==> src/rtl/dcache_mem_ctrl.sv <==
// Memory-side responder for the data cache miss port: sequences a line fill or
// write-back over a byte-wide RAM port and returns a one-cycle completion pulse.
module dcache_mem_ctrl #(
  parameter  int unsigned BLOCK_WIDTH = 4,
  localparam int unsigned BLOCK_SIZE  = 2**BLOCK_WIDTH
) (
  input  logic                      clkIn,
  input  logic                      resetIn,
  input  logic                      rdyIn,
  input  logic                      miss,
  input  logic [31-BLOCK_WIDTH:0]   missAddr,
  input  logic                      readWriteIn,
  input  logic [BLOCK_SIZE*8-1:0]   writeBackIn,
  output logic                      memDataValid,
  output logic [31-BLOCK_WIDTH:0]   memAddr,
  output logic [BLOCK_SIZE*8-1:0]   memDataOut,
  output logic                      acceptWrite,
  input  logic [7:0]                memDIn,
  output logic [31:0]               memAOut,
  output logic [7:0]                memDOut,
  output logic                      memWrOut
);

  localparam int unsigned LINE_W = 32 - BLOCK_WIDTH;
  localparam int unsigned DATA_W = BLOCK_SIZE * 8;
  localparam int unsigned LAST   = BLOCK_SIZE - 1;

  typedef enum logic [2:0] {
    IDLE, READ, READ_LAST, WRITE, RESP, COOLDOWN
  } state_t;

  state_t                   state_q, state_d;
  logic [BLOCK_WIDTH-1:0]   cnt_q, cnt_d, cnt_inc, cnt_dec;
  logic [LINE_W-1:0]        line_q, line_d;
  logic [DATA_W-1:0]        wb_q, wb_d;
  logic [DATA_W-1:0]        buf_q, buf_d;
  logic [31:0]              a_q, a_d;
  logic [7:0]               d_q, d_d;
  logic                     wr_q, wr_d;
  logic                     valid_q, valid_d;
  logic                     accept_q, accept_d;
  logic [LINE_W-1:0]        maddr_q, maddr_d;
  logic [DATA_W-1:0]        mdata_q, mdata_d;

  // Next-state and next-output logic; RAM address/data are set up one edge
  // ahead so they are stable for the whole cycle of the byte they belong to.
  always_comb begin
    state_d  = state_q;
    cnt_d    = cnt_q;
    line_d   = line_q;
    wb_d     = wb_q;
    buf_d    = buf_q;
    a_d      = a_q;
    d_d      = d_q;
    wr_d     = 1'b0;
    valid_d  = 1'b0;
    accept_d = 1'b0;
    maddr_d  = maddr_q;
    mdata_d  = mdata_q;
    cnt_inc  = cnt_q + BLOCK_WIDTH'(1);
    cnt_dec  = cnt_q - BLOCK_WIDTH'(1);

    unique case (state_q)
      IDLE: begin
        if (miss) begin
          line_d = missAddr;
          wb_d   = writeBackIn;
          cnt_d  = '0;
          a_d    = {missAddr, BLOCK_WIDTH'(0)};
          if (readWriteIn) begin
            state_d = READ;
          end else begin
            state_d = WRITE;
            d_d     = writeBackIn[7:0];
            wr_d    = 1'b1;
          end
        end
      end
      READ: begin
        // RAM data lags its address by one cycle, so this cycle returns byte cnt-1
        if (cnt_q != '0) begin
          buf_d[{cnt_dec, 3'b000} +: 8] = memDIn;
        end
        if (cnt_q == BLOCK_WIDTH'(LAST)) begin
          state_d = READ_LAST;
        end else begin
          cnt_d = cnt_inc;
          a_d   = {line_q, cnt_inc};
        end
      end
      READ_LAST: begin
        buf_d[DATA_W-1 -: 8] = memDIn;
        mdata_d = buf_d;
        maddr_d = line_q;
        valid_d = 1'b1;
        state_d = RESP;
      end
      WRITE: begin
        if (cnt_q == BLOCK_WIDTH'(LAST)) begin
          maddr_d  = line_q;
          accept_d = 1'b1;
          state_d  = RESP;
        end else begin
          cnt_d = cnt_inc;
          a_d   = {line_q, cnt_inc};
          d_d   = wb_q[{cnt_inc, 3'b000} +: 8];
          wr_d  = 1'b1;
        end
      end
      RESP:     state_d = COOLDOWN;
      COOLDOWN: state_d = IDLE;
      default:  state_d = IDLE;
    endcase
  end

  // State and output registers; a low rdyIn freezes everything in place.
  always_ff @(posedge clkIn or negedge resetIn) begin
    if (!resetIn) begin
      state_q  <= IDLE;
      cnt_q    <= '0;
      line_q   <= '0;
      wb_q     <= '0;
      buf_q    <= '0;
      a_q      <= '0;
      d_q      <= '0;
      wr_q     <= 1'b0;
      valid_q  <= 1'b0;
      accept_q <= 1'b0;
      maddr_q  <= '0;
      mdata_q  <= '0;
    end else if (rdyIn) begin
      state_q  <= state_d;
      cnt_q    <= cnt_d;
      line_q   <= line_d;
      wb_q     <= wb_d;
      buf_q    <= buf_d;
      a_q      <= a_d;
      d_q      <= d_d;
      wr_q     <= wr_d;
      valid_q  <= valid_d;
      accept_q <= accept_d;
      maddr_q  <= maddr_d;
      mdata_q  <= mdata_d;
    end
  end

  // Strobes are masked while stalled; the held registers replay them on release.
  assign memWrOut     = wr_q & rdyIn;
  assign memDataValid = valid_q & rdyIn;
  assign acceptWrite  = accept_q & rdyIn;
  assign memAOut      = a_q;
  assign memDOut      = d_q;
  assign memAddr      = maddr_q;
  assign memDataOut   = mdata_q;

endmodule
==> config.mk <==
export PLATFORM = sky130hd
export DESIGN_NAME = dcache_mem_ctrl
export DESIGN_NICKNAME = d
export VERILOG_FILES = /design/src/rtl/dcache_mem_ctrl.sv
export SDC_FILE = /design/constraint.sdc
export NUM_CORES = 1
export LEC_CHECK = 0
export CAP_MARGIN = 5
export CORE_MARGIN = 2
export CORE_UTILIZATION = 50
export CTS_CLUSTER_SIZE = 14
export DETAILED_ROUTE_END_ITERATION = 8
export GPL_TIMING_DRIVEN = 0
export PLACE_DENSITY = 0.87
export SETUP_SLACK_MARGIN = 0.15
export SYNTH_ARGS = -nofsm -noshare
export SYNTH_HDL_FRONTEND = slang
export SYNTH_SLANG_ARGS = --single-unit
==> constraint.sdc <==
create_clock -name clkIn -period 3.3 [get_ports clkIn]
set_clock_uncertainty 0.2 [all_clocks]
set_input_delay 0.66 -clock clkIn [delete_from_list [all_inputs] [get_ports clkIn]]
set_output_delay 0.66 -clock clkIn [all_outputs]
set_load 0.05 [all_outputs]
# After elaboration in Yosys (flattened, before gate mapping)
# Cells that the tools add are included.
[classes] n_addsub=3 n_eq_ne=12 shifts=3 n_mux=27 n_bitwise=3 reduce_logical=15
[ops] op="$bwmux W128" count=1
[ops] op="$mux W128" count=1
[ops] op="$shift A8 B9 Y128 const A" count=1
[ops] op="$shiftx A128 B8 Y8" count=1
[ops] op="$shiftx A8 B9 Y128" count=1
[ops] op="$mux W32" count=2
[ops] op="$pmux W32 S2" count=1
[ops] op="$pmux W28 S2" count=1
[ops] op="$pmux W8 S2" count=2
[ops] op="$mux W28" count=1
[ops] op="$mux W8" count=3
[ops] op="$pmux W3 S5" count=1
[ops] op="$ne A2 B2 Y1 const B" count=7
[ops] op="$reduce_and A3 Y1" count=4
[ops] op="$mux W3" count=3
[ops] op="$neg A7 Y9" count=1
[ops] op="$mux W4" count=2
[ops] op="$pmux W4 S2" count=1
[ops] op="$reduce_and A4 Y1" count=2
[ops] op="$reduce_bool A2 Y1" count=4
[ops] op="$eq A3 B2 Y1 const B" count=2
[ops] op="$mux W1" count=6
[ops] op="$reduce_and A5 Y1" count=1
[ops] op="$add A4 B1 Y4 const B" count=1
[ops] op="11 further kinds" count=13
[totals] ff_bits=490 inputBits=169 out_inout_bits=199 elab_cells=76

# Longest topological paths before layout
[depth] word_depth=6 depth_mapped=10 mapped_depth_nobuf=7

# Worst setup path before layout
# OpenSTA, ideal clock, no wires.
[synth_timing] kind="register to register" startpoint="register cnt_q[0]" endpoint="register buf_q[10]" setup_ns=0.125 arrival_ns=2.886 t_required_ns=2.975 path_slack_ns=0.089 path_stages_with_launch=10 path_buffers=2 period_less_slack_ns=3.211 cell_sequence="dfrtp_1 -> buf_2 -> inv_1 -> ha_1 -> buf_2 -> and4_1 -> nor3_4 -> xnor2_4 -> nor3b_4 -> mux2_2"
[synth_between] elab_chain_cells=4 word_cells_on_any_way=7 classes_between="add/sub: 2; shift: 2; mux: 1; reduce/logical: 2"
[synth_rtl] element="start: declaration" line="33" source="logic [BLOCK_WIDTH-1:0] cnt_q, cnt_d, cnt_inc, cnt_dec;"
[synth_rtl] element="start signal: assignment" line="133" source="cnt_q <= cnt_d;"
[synth_rtl] element="$sub A4 B1 Y4" line="61" source="cnt_dec = cnt_q - BLOCK_WIDTH'(1);"
[synth_rtl] element="$neg A7 Y9" line="82" source="buf_d[{cnt_dec, 3'b000} +: 8] = memDIn;"
[synth_rtl] element="$shiftx A8 B9 Y128 or $shift A8 B9 Y128 (tied branches)" line="82"
[synth_rtl] element="$bwmux W128" line="82"
[synth_rtl] element="end signal: assignment" line="136" source="buf_q <= buf_d;"
[synth_rtl] element="end: declaration" line="36" source="logic [DATA_W-1:0] buf_q, buf_d;"
# Parallel ways exist; a longest one is shown, timed or not.
# A chain may end at the register's enable or synchronous reset.

# Worst setup path after layout
[layout_timing] startpoint="register cnt_q[0]" endpoint="register buf_q[61]"
# Same word-level chain as after synthesis.

==> impl_metrics.py <==
metrics = {
    "run_status": {
        "status": "completed",
    },
    "die": {
        "die_h_um": 205.0,
        "start_util_pct": 50.70,
        "io-pin-count": 368,
        "die_w_um": 205.0,
        "core_area_mm2": 0.03982,
        "num_rows": 73,
        "die_area_mm2": 0.04201,
    },
    "setup_path": {
        "cpLargestDelayFamily": "buffers and inverters",
        "cpMaxStageDelayCell": "dfrtp_2",
        "max_stage_delay_ns": 0.41,
        "startpoint_type": "flip-flop",
        "cp.arrival_ns": 3.33,
        "critPathKind": "flip-flop to flip-flop",
        "critPathMaxFanout": 10,
        "r2r_start": "cnt_q[0]$_DFFE_PN0P_",
        "path_buf_inv": 4,
        "critPathCaptureType": "flip-flop",
        "cp_cell_sequence": "clkbuf_4 > clkinvlp_4 > ha_2 > buf_2 > or2_2 > o221ai_4 > o31ai_2 > or2_1 > buf_4 > mux2_4",
        "cp_data_required_time_ns": 3.59,
        "startpoint": "cnt_q[0]$_DFFE_PN0P_",
    },
    "yosys": {
        "yosysSeqAreaShare_pct": 59.24,
        "async_reset_ff_share_pct": 100.0,
        "synth_nets": 1821,
        "synth_cell_types": 60,
        "netlist_area_mm2": 0.02019,
        "yosysWarnings": 0,
        "synthFlopType": "dfrtp_1",
        "ys_ff_latch": 478,
        "avgSynthCellArea_um2": 12.27,
        "synth-edff-count": 0,
        "syn_inst": 1646,
    },
    "detailed_routing": {
        "firstDrtPassIters": 6,
        "wl_per_cell_um": 22.18,
        "antenna_left": 0,
        "first_iter_violations": 986,
        "vias": 14770,
        "via_per_inst": 5.569,
        "wl_um": 58850,
        "drc": 0,
    },
    "clock_tree": {
        "cts_sinks": 478,
        "cts.clk_slew.worst_paths_ns": 0.07,
        "insertion_delay_ns": 0.61,
        "numCtsBuffers": 49,
        "clock_path_buffers": 3,
        "htreeDepth": 2,
        "root_buffer": "clkbuf_16",
        "cts_tree": "yes",
    },
    "sta": {
        "setup_viol": 0,
        "tightest_slew_ns": 0.9601,
        "setup_slack_ns": 0.2664,
        "period_needed_ns": 3.034,
        "fin_crit_sh_pct": 91.93,
        "hold_viol": 0,
        "rsz0062_at_grt": "no",
        "holdWs_ns": 0.2701,
        "drv_slew": 0,
        "slew-limit-headroom_pct": 36.00,
        "clock.fmax_mhz": 329.6,
    },
    "global_route": {
        "grt.met3_usage_pct": 7.636,
        "antenna_found_initial": 4,
        "grt_pass1_wl_um": 90040,
        "met1_usage_pct": 34.50,
        "grt.met2_usage_pct": 47.15,
        "track_usage_pct": 28.32,
        "grt_max_degree": 132,
        "grt.busiest_layer": "met2",
        "overflow": 0,
        "grt_pass1_vias": 15700,
    },
    "placed_design": {
        "hpwl_um": 41790,
        "gp_congestion": 0.8789,
        "portBuffers": 367,
        "place_inst": 2541,
        "pre_cts_ws_ns": -0.6133,
        "placed_cell_area_mm2": 0.02462,
    },
    "finish": {
        "postLayoutCoreUtil_pct": 67.20,
        "nets": 2261,
        "stdcell_area_mm2": 0.02676,
        "final.fill_count": 2810,
        "syn_to_final_growth_pct": 32.53,
        "drive_above_1_share_pct": 22.96,
        "fin_cells": 2653,
    },
    "worst_hold_path": {
        "hp-start": "buf_q[82]$_DFFE_PN0P_",
        "hold_path.class": "flip-flop to flip-flop",
    },
    "power": {
        "power-per-cell-area_mw_per_mm2": 983.6,
        "power.leakage_nw": 12.33,
        "ir_drop_v": 0.0007820,
    },
    "job": {
        "drv_cap": 0,
    },
}
## layer usage
metal | share of wire, % | vias to the layer above
li1 | - | 6471
met3 | 8.3 | 159
met5 | 0 | -
met4 | 4.7 | 0
met1 | 38 | 7479
met2 | 49 | 665
## Yosys cell counts, types with 4 or more instances
library cell	instances	share of area, %
dfrtp_1	478	59
nand2_1	424	7.9
mux2_2	256	14
nor2_1	48	0.89
clkbuf_1	46	0.86
and2_1	44	1.4
o21ai_0	33	0.82
buf_2	32	0.79
mux4_2	32	3.6
a31oi_1	30	0.93
inv_1	30	0.56
mux2i_1	26	1.3
nand3_1	20	0.50
mux2_4	17	1.3
a22oi_1	16	0.59
mux2_1	9	0.50
nand3b_1	9	0.33
a221o_1	8	0.40
nand2b_1	7	0.22
buf_1	6	0.11
ha_1	6	0.37
a21oi_1	5	0.12
nor3_4	5	0.40
buf_4	4	0.15
nor3_1	4	0.099
## cells in the final DEF, fill, tap and decap left out, types with 12 or more instances in the layout
| cell | netlist | final |
|---|---|---|
| o21ai_0 | 33 | 33 |
| mux4_2 | 32 | 32 |
| nor2_1 | 48 | 47 |
| dfrtp_1 | 478 | 476 |
| a22oi_1 | 16 | 16 |
| nand2_1 | 424 | 424 |
| nand3_1 | 20 | 20 |
| clkdlybuf4s50_1 | 0 | 362 |
| mux2_4 | 17 | 17 |
| clkbuf_1 | 46 | 52 |
| inv_1 | 30 | 29 |
| and2_1 | 44 | 44 |
| buf_4 | 4 | 14 |
| mux2i_1 | 26 | 26 |
| a31oi_1 | 30 | 30 |
| clkbuf_8 | 0 | 12 |
| buf_2 | 32 | 29 |
| clkbuf_16 | 0 | 49 |
| mux2_2 | 256 | 256 |
## final cells by class
| cell class | count | area [µm²] | area share [%] |
|---|---|---|---|
| Clock inverter | 19 | 301.5 | 1.127 |
| Tap cell | 525 | 656.9 | 2.455 |
| Multi-Input combinational cell | 1046 | 7824 | 29.24 |
| Inverter | 31 | 120.1 | 0.4489 |
| Sequential cell | 478 | 11960 | 44.71 |
| Timing Repair Buffer | 389 | 4025 | 15.04 |
| Buffer | 91 | 431.7 | 1.613 |
| Clock buffer | 71 | 1429 | 5.340 |
| Antenna cell | 3 | 7.507 | 0.02805 |
## timing repair
item / 4_1_cts / 5_1_grt
resized for setup: 22 / 16
setup buffers: 7 / 11
hold buffers: 1 / 0
endpoints found under the hold margin: 17 / 0
pin swaps: 3 / 5
setup endpoints to repair: 93 / 142
## report_power, final
| part | switching, W | internal [W] | total [W] | leakage [nW] |
|---|---|---|---|---|
| sequential | 0.00125 | 0.00789 | 0.00914 | 5.99 |
| combinational | 0.00681 | 0.00445 | 0.0113 | 5.50 |
| clock | 0.00241 | 0.00351 | 0.00592 | 0.845 |
| total | 0.0105 | 0.0158 | 0.0263 | 12.3 |
## through the flow
step	setup TNS (ns)	total power, W
2_1_floorplan	0	0.01622
3_3_place_gp	-8952.79	0.01962
3_5_place_dp	-69.00	0.02009
4_1_cts	0	0.02627
5_1_grt	0	0.02753
6_report	0	0.02632
## state kept, by name (all words and copies together) (netlist names)
register	cells
memAOut	29
memAddr	28
accept_q	1
memDOut	8
buf_q	120
state_q	3
wb_q	128
line_q	28
valid_q	1
wr_q	1
cnt_q	3
memDataOut	128
## worst paths after layout
path                                                    to  slack [ns]  cells after the start
worst max-delay path                 buf_q[61]$_DFFE_PN0P_        0.27                     10
worst min register to register  memDataOut[82]$_DFFE_PN0P_        0.27                      2
worst min-delay path            memDataOut[82]$_DFFE_PN0P_        0.27                      2
min in group asynchronous        memDataOut[1]$_DFFE_PN0P_        0.52                      2
worst max register to register       buf_q[61]$_DFFE_PN0P_        0.27                     10
max in group asynchronous          memAddr[15]$_DFFE_PN0P_        0.68                      4
## tightest hold or removal path: stages (launching register included)
cell and delay [ns]:
dfrtp_1 0.34, nand2_1 0.05, nand2_1 0.05
## cells by family (layout without fill, tap and decap cells)
family / count (synthesis) / count (layout) / synth area share, %
and+or+nand+nor: 585 / 585 / 12.85
other: 0 / 3 / 0
xor gates and xnor gates: 6 / 6 / 0.4276
DFF: 478 / 478 / 59.24
buffers and inverters: 122 / 601 / 2.652
AOI/OAI and AO/OA: 109 / 109 / 3.557
muxes: 340 / 340 / 20.90
adders and majority gates: 6 / 6 / 0.3718
No activity file was read; power rests on OpenSTA's default activity.
